<file path="src/rtl/mem_access_unit.sv">
// rtl/mem_access_unit.sv - initiator-side load/store/fetch controller for a 64 KiB byte memory
//
// Accepts one core request at a time over req_valid/req_ready. Stores are
// issued as a single-cycle write strobe on mem_rw. Loads and fetches drive
// mem_addr, wait RD_WAIT cycles, then sample the 48-bit big-endian window
// and extract/extend it. The response is held on resp_* until resp_ready.
//
// Ports:
//   clk, rst_n                         clock, asynchronous active-low reset
//   req_valid/req_ready                request handshake (ready only when idle)
//   req_we, req_size, req_signed       store flag, 00=6B fetch/01=1B/10=2B/11=4B, sign-extend
//   req_addr, req_wdata                byte address, right-aligned store data
//   resp_valid/resp_ready              response handshake
//   resp_rdata, resp_err               extracted load data (0 for stores), illegal-store flag
//   mem_addr, mem_wdata, mem_rw        memory port: 00 = read, 01/10/11 = write 1/2/4 bytes
//   mem_rdata                          memory window, [47:40] = byte at mem_addr
module mem_access_unit #(
    parameter int unsigned RD_WAIT = 1
) (
    input  logic        clk,
    input  logic        rst_n,
    input  logic        req_valid,
    output logic        req_ready,
    input  logic        req_we,
    input  logic [1:0]  req_size,
    input  logic        req_signed,
    input  logic [15:0] req_addr,
    input  logic [31:0] req_wdata,
    output logic        resp_valid,
    input  logic        resp_ready,
    output logic [47:0] resp_rdata,
    output logic        resp_err,
    output logic [15:0] mem_addr,
    output logic [31:0] mem_wdata,
    output logic [1:0]  mem_rw,
    input  logic [47:0] mem_rdata
);

    localparam logic [3:0] WAIT_INIT = 4'(RD_WAIT);

    typedef enum logic [1:0] {
        IDLE  = 2'd0,
        WRITE = 2'd1,
        READ  = 2'd2,
        RESP  = 2'd3
    } state_t;

    state_t      state, state_nxt;
    logic [3:0]  cnt, cnt_nxt;
    logic [1:0]  size_q, size_nxt;
    logic        signed_q, signed_nxt;
    logic [15:0] addr_nxt;
    logic [31:0] wdata_nxt;
    logic [1:0]  rw_nxt;
    logic [47:0] rdata_nxt;
    logic        err_nxt;

    // Window is big-endian: the addressed byte is the most significant one,
    // so narrower loads take the top of the window.
    function automatic logic [47:0] extract(input logic [47:0] w, input logic [1:0] sz,
                                            input logic sx);
        case (sz)
            2'b01:   return {{40{sx & w[47]}}, w[47:40]};
            2'b10:   return {{32{sx & w[47]}}, w[47:32]};
            2'b11:   return {{16{sx & w[47]}}, w[47:16]};
            default: return w;
        endcase
    endfunction

    always_ff @(posedge clk or negedge rst_n) begin
        if (!rst_n) begin
            state      <= IDLE;
            cnt        <= 4'd0;
            size_q     <= 2'b00;
            signed_q   <= 1'b0;
            req_ready  <= 1'b1;
            resp_valid <= 1'b0;
            resp_rdata <= 48'd0;
            resp_err   <= 1'b0;
            mem_addr   <= 16'd0;
            mem_wdata  <= 32'd0;
            mem_rw     <= 2'b00;
        end else begin
            state      <= state_nxt;
            cnt        <= cnt_nxt;
            size_q     <= size_nxt;
            signed_q   <= signed_nxt;
            req_ready  <= (state_nxt == IDLE);
            resp_valid <= (state_nxt == RESP);
            resp_rdata <= rdata_nxt;
            resp_err   <= err_nxt;
            mem_addr   <= addr_nxt;
            mem_wdata  <= wdata_nxt;
            mem_rw     <= rw_nxt;
        end
    end

    always_comb begin
        state_nxt  = state;
        cnt_nxt    = cnt;
        size_nxt   = size_q;
        signed_nxt = signed_q;
        addr_nxt   = mem_addr;
        wdata_nxt  = mem_wdata;
        // The write strobe defaults low, so it lasts exactly the WRITE cycle.
        rw_nxt     = 2'b00;
        rdata_nxt  = resp_rdata;
        err_nxt    = resp_err;

        case (state)
            IDLE: begin
                if (req_valid) begin
                    size_nxt   = req_size;
                    signed_nxt = req_signed;
                    if (req_we) begin
                        if (req_size != 2'b00) begin
                            state_nxt = WRITE;
                            addr_nxt  = req_addr;
                            wdata_nxt = req_wdata;
                            rw_nxt    = req_size;
                        end else begin
                            // Store without a byte count: reject, leave memory alone.
                            state_nxt = RESP;
                            rdata_nxt = 48'd0;
                            err_nxt   = 1'b1;
                        end
                    end else begin
                        state_nxt = READ;
                        addr_nxt  = req_addr;
                        cnt_nxt   = WAIT_INIT;
                    end
                end
            end
            WRITE: begin
                state_nxt = RESP;
                rdata_nxt = 48'd0;
                err_nxt   = 1'b0;
            end
            READ: begin
                if (cnt == 4'd0) begin
                    state_nxt = RESP;
                    rdata_nxt = extract(mem_rdata, size_q, signed_q);
                    err_nxt   = 1'b0;
                end else begin
                    cnt_nxt = cnt - 4'd1;
                end
            end
            RESP: begin
                if (resp_ready) begin
                    state_nxt = IDLE;
                end
            end
            default: state_nxt = IDLE;
        endcase
    end

endmodule
</file>
<file path="config.mk">
export PLATFORM = sky130hd
export DESIGN_NAME = mem_access_unit
export DESIGN_NICKNAME = d
export VERILOG_FILES = /design/src/rtl/mem_access_unit.sv
export SDC_FILE = /design/constraint.sdc
export NUM_CORES = 1
export LEC_CHECK = 0
export CORE_ASPECT_RATIO = 0.6
export CORE_UTILIZATION = 40
export CTS_BUF_LIST = sky130_fd_sc_hd__clkbuf_16
export DETAILED_ROUTE_END_ITERATION = 16
export GPL_ROUTABILITY_DRIVEN = 0
export PLACE_DENSITY_LB_ADDON = 0.3
export RECOVER_POWER = 50
export SYNTH_ARGS = -nofsm -noshare
export SYNTH_HDL_FRONTEND = slang
export SYNTH_SLANG_ARGS = --single-unit
</file>
<file path="constraint.sdc">
create_clock -name clk -period 1.9 [get_ports clk]
set_clock_uncertainty 0.15 [all_clocks]
set_input_delay 0.475 -clock clk [delete_from_list [all_inputs] [get_ports clk]]
set_output_delay 0.475 -clock clk [all_outputs]
set_load 0.005 [all_outputs]
</file>
==> run_results.csv <==
group,metric,value,unit
outcome,outcome,"finished, violations left",
outcome,violations,"setup timing",
global_routing,grt_max_degree,50,
synth,synthAdderAreaFrac,0.0213,
synth,synth_area,5180,sq um
sta,slew_viol_final,0,
placement,dpl.cell_count,813,
floorplan,die_w,149,um
clock_network,cts_buffer_depth,2,
drt,vias,4670,
synth,synth_warnings,0,
pwr,leakage,3.84,nW
synth,synth_cell_types,42,
synth,synth_top_family_by_area,"multiplexers",
setup_path,cp.required,1.97,ns
sta,max_freq,0.444,GHz
sta,rsz0062_at_grt,"yes",
sta,fin_crit,2.25,ns
setup_path,critical_path_class,"reg -> reg",
placement,port_buffers,204,
setup_path,max_stage_delay,0.45,ns
sta,maxSlewHeadroom,0.561,
run,drv_cap,0,
pwr,peakVddDrop,718,uV
clock_network,cts-buffers-inserted,9,
drt,vias_per_cell,5.47,
setup_path,end_kind,"register",
sta,fin_crit_sh,1.19,
synth,synthCells,436,
floorplan,io-pin-count,205,
sta,setup_tns,-13.54,ns
setup_path,path_buf_inv,3,
synth,yosys.area_share.simple,0.0776,
drt,drt_iter0_markers,249,
setup_path,crit_arrival,2.32,ns
pwr,p_total,13.5,mW
global_routing,grt_pass1_wl,26000,um
clock_network,ctsHtreeMaxLevel,3,
sta,finalSetupViolations,54,
clock_network,clk_latency,0.35,ns
clock_network,cts_root_buffer,"clkbuf_16",
sta,hold_viol,0,
drt,dr.pass1.iters,4,
sta,whs,0.342,ns
drt,wl_per_cell,20.0,um
synth,avgSynthCellArea,11.9,sq um
clock_network,cts.reportedPaths.clkPinSlew,0.08,ns
global_routing,grt_overflow,0,
drt,antenna_left,0,
global_routing,grt_pass1_vias,4718,
clock_network,clock_sinks,110,
sta,max_slew.worst_pin.slew,0.658,ns
synth,yosysSeqAreaShare,0.532,
floorplan,initial_core_util,0.420,
synth,synth_compound_area_frac,0.152,
floorplan,rows,31,
synth,yosys_most_used_dff,"dfrtp_1",
synth,yosys-top-cells-area,"dfrtp_1 53%, mux2_2 11%, a22o_1 3.9%",
final_layout,syn_to_final_growth,64.1,%
synth,synth_top_area_share,0.527,
synth,syn_nets,548,
sta,setup_slack,-0.354,ns
synth,ys_async_sr_fraction,1.00,
floorplan,die_area,13400,sq um
global_routing,antenna_found_initial,0,
setup_path,critPathTopFamily,"compound AO/OA/AOI/OAI gates",
synth,synth_edf_count,0,
drt,routed_wl,17100,um
floorplan,core-area,12300,sq um
setup_path,worst-path-max-fanout,6,
synth,synth-xor-area-share,0,
final_layout,antennaDiodeCount,0,
pwr,power_density,1590,nW/um^2
final_layout,utilization,0.689,
final_layout,fin_nets,796,
final_layout,final_cells,854,
drt,drc,0,
synth,synthMuxAreaShare,0.181,
clock_network,tritoncts,"yes",
floorplan,die_y,90.1,um
setup_path,cp_slowest_cell,"a221o_2",
global_routing,grtUsageTotal,0.253,
synth,synth_seq_cells,110,
synth,synth.largest_area_cell,"dfrtp_1",
final_layout,drive_gt1_frac,0.263,
min_path,hold_path.class,"reg -> reg",
setup_path,path_cells,"inv_2 -> ha_4 -> or3b_4 -> a221o_2 -> buf_4 -> buf_16 -> nand2_1 -> o31ai_2",
setup_path,crit_path_start_kind,"register",
placement,hpwl,11800,um
[synth_stat cells (all sizes together), types with 2 or more instances]
cell    number
mux2        51
nor3         4
and3         2
and2         3
inv          6
nand2b       3
mux2i       18
o32ai       15
dfrtp      109
buf         15
o21ai       28
nor2        39
a22o        23
o31ai       19
mux4         8
nand2       30
o22a         9
ha           8
clkbuf      22
a21oi        6
[registers in the layout, indices dropped and copies added (netlist names)]
name and count:
state 2, signed_q 1, mem_rw 2, resp_err 1, resp_valid 1, req_ready 1, mem_addr 16, size_q 2
mem_wdata 32, cnt 4, resp_rdata 48
[path summary, 6_finish.rpt]
kind	from	to	slack, ns	cells past startpoint
worst max-delay path	cnt[1]$_DFFE_PN0P_	resp_rdata[31]$_DFFE_PN0P_	-0.35	8
worst min-delay path	resp_rdata[45]$_DFFE_PN0P_	resp_rdata[45]$_DFFE_PN0P_	0.34	2
worst max register to register	cnt[1]$_DFFE_PN0P_	resp_rdata[31]$_DFFE_PN0P_	-0.35	8
worst min register to register	resp_rdata[45]$_DFFE_PN0P_	resp_rdata[45]$_DFFE_PN0P_	0.34	2
max in group asynchronous	rst_n	resp_rdata[31]$_DFFE_PN0P_	0.18	3
min in group asynchronous	rst_n	mem_wdata[12]$_DFFE_PN0P_	0.40	2
[kinds of logic after synthesis]
logic type / after synthesis
compound gates: 107
fa+ha+maj: 9
buf+inv: 43
flops: 110
mux: 77
simple gates: 90
[cell usage in the layout, fill, tap and decap left out, types with 2 or more instances in the layout]
cell,instances
dlygate4sd2_1,4
inv_6,5
inv_1,4
clkdlybuf4s25_1,12
nor3_1,4
a22o_1,23
o32ai_1,15
a21oi_1,4
o21ai_0,17
clkdlybuf4s50_1,175
mux4_2,8
and2_1,3
buf_12,8
buf_16,3
nand2_1,22
clkbuf_4,2
buf_4,48
o31ai_2,6
clkbuf_16,10
mux2i_1,18
a21oi_4,2
ha_1,7
nand2_4,5
o21ai_2,5
nand2_2,3
nand2b_1,3
o31ai_1,10
buf_6,6
dlymetal6s2s_1,12
dfrtp_1,109
o31ai_4,3
nor2_1,38
o21ai_1,6
mux2_2,51
o22a_1,9
inv_2,3
[per-stage QoR]
stage               setup slack [ns]  instance area [sq um]
floorplan                     -0.134                   5240
global placement              -0.616                   7740
finish                        -0.354                   8500
CTS                           -0.238                   8260
detailed placement            -0.686                   7740
global route                  -0.412                   8500
[tightest hold or removal path, cell delays in order, from the launching register on]
cell and delay (ns):
dfrtp_1 0.35, nand2_1 0.05, o31ai_1 0.06
[cell type report]
type | count | area (sq um)
Sequential cell | 110 | 2750
Inverter | 6 | 22.5
Clock buffer | 9 | 225
Clock inverter | 7 | 52.6
Tap cell | 165 | 206
Multi-Input combinational cell | 283 | 2450
Fill cell | 892 | 3840
Timing Repair Buffer | 274 | 2790
[what timing repair did]
action	4_1_cts	5_1_grt
endpoints found under the hold margin	5	0
setup endpoints to repair	54	107
cloned	3	2
buffers inserted	8	11
pin swaps	2	4
resized for setup	30	54
hold buffers	1	0
[report_power, final]
part | internal (mW) | switching [mW]
Clock | 0.908 | 0.898
Combinational | 4.34 | 3.43
Sequential | 3.32 | 0.576
Total | 8.57 | 4.91
[metal layers]
| layer | global-route usage | part of all wire | vias up |
|---|---|---|---|
| met1 | 0.341 | 0.42 | 2333 |
| li1 | - | - | 2112 |
| met3 | 0.0635 | 0.070 | 28 |
| met2 | 0.406 | 0.49 | 197 |
| met5 | 0 | 0 | - |
| met4 | 0.0655 | 0.020 | 0 |
Note: power is estimated with default switching activity, not from simulation.
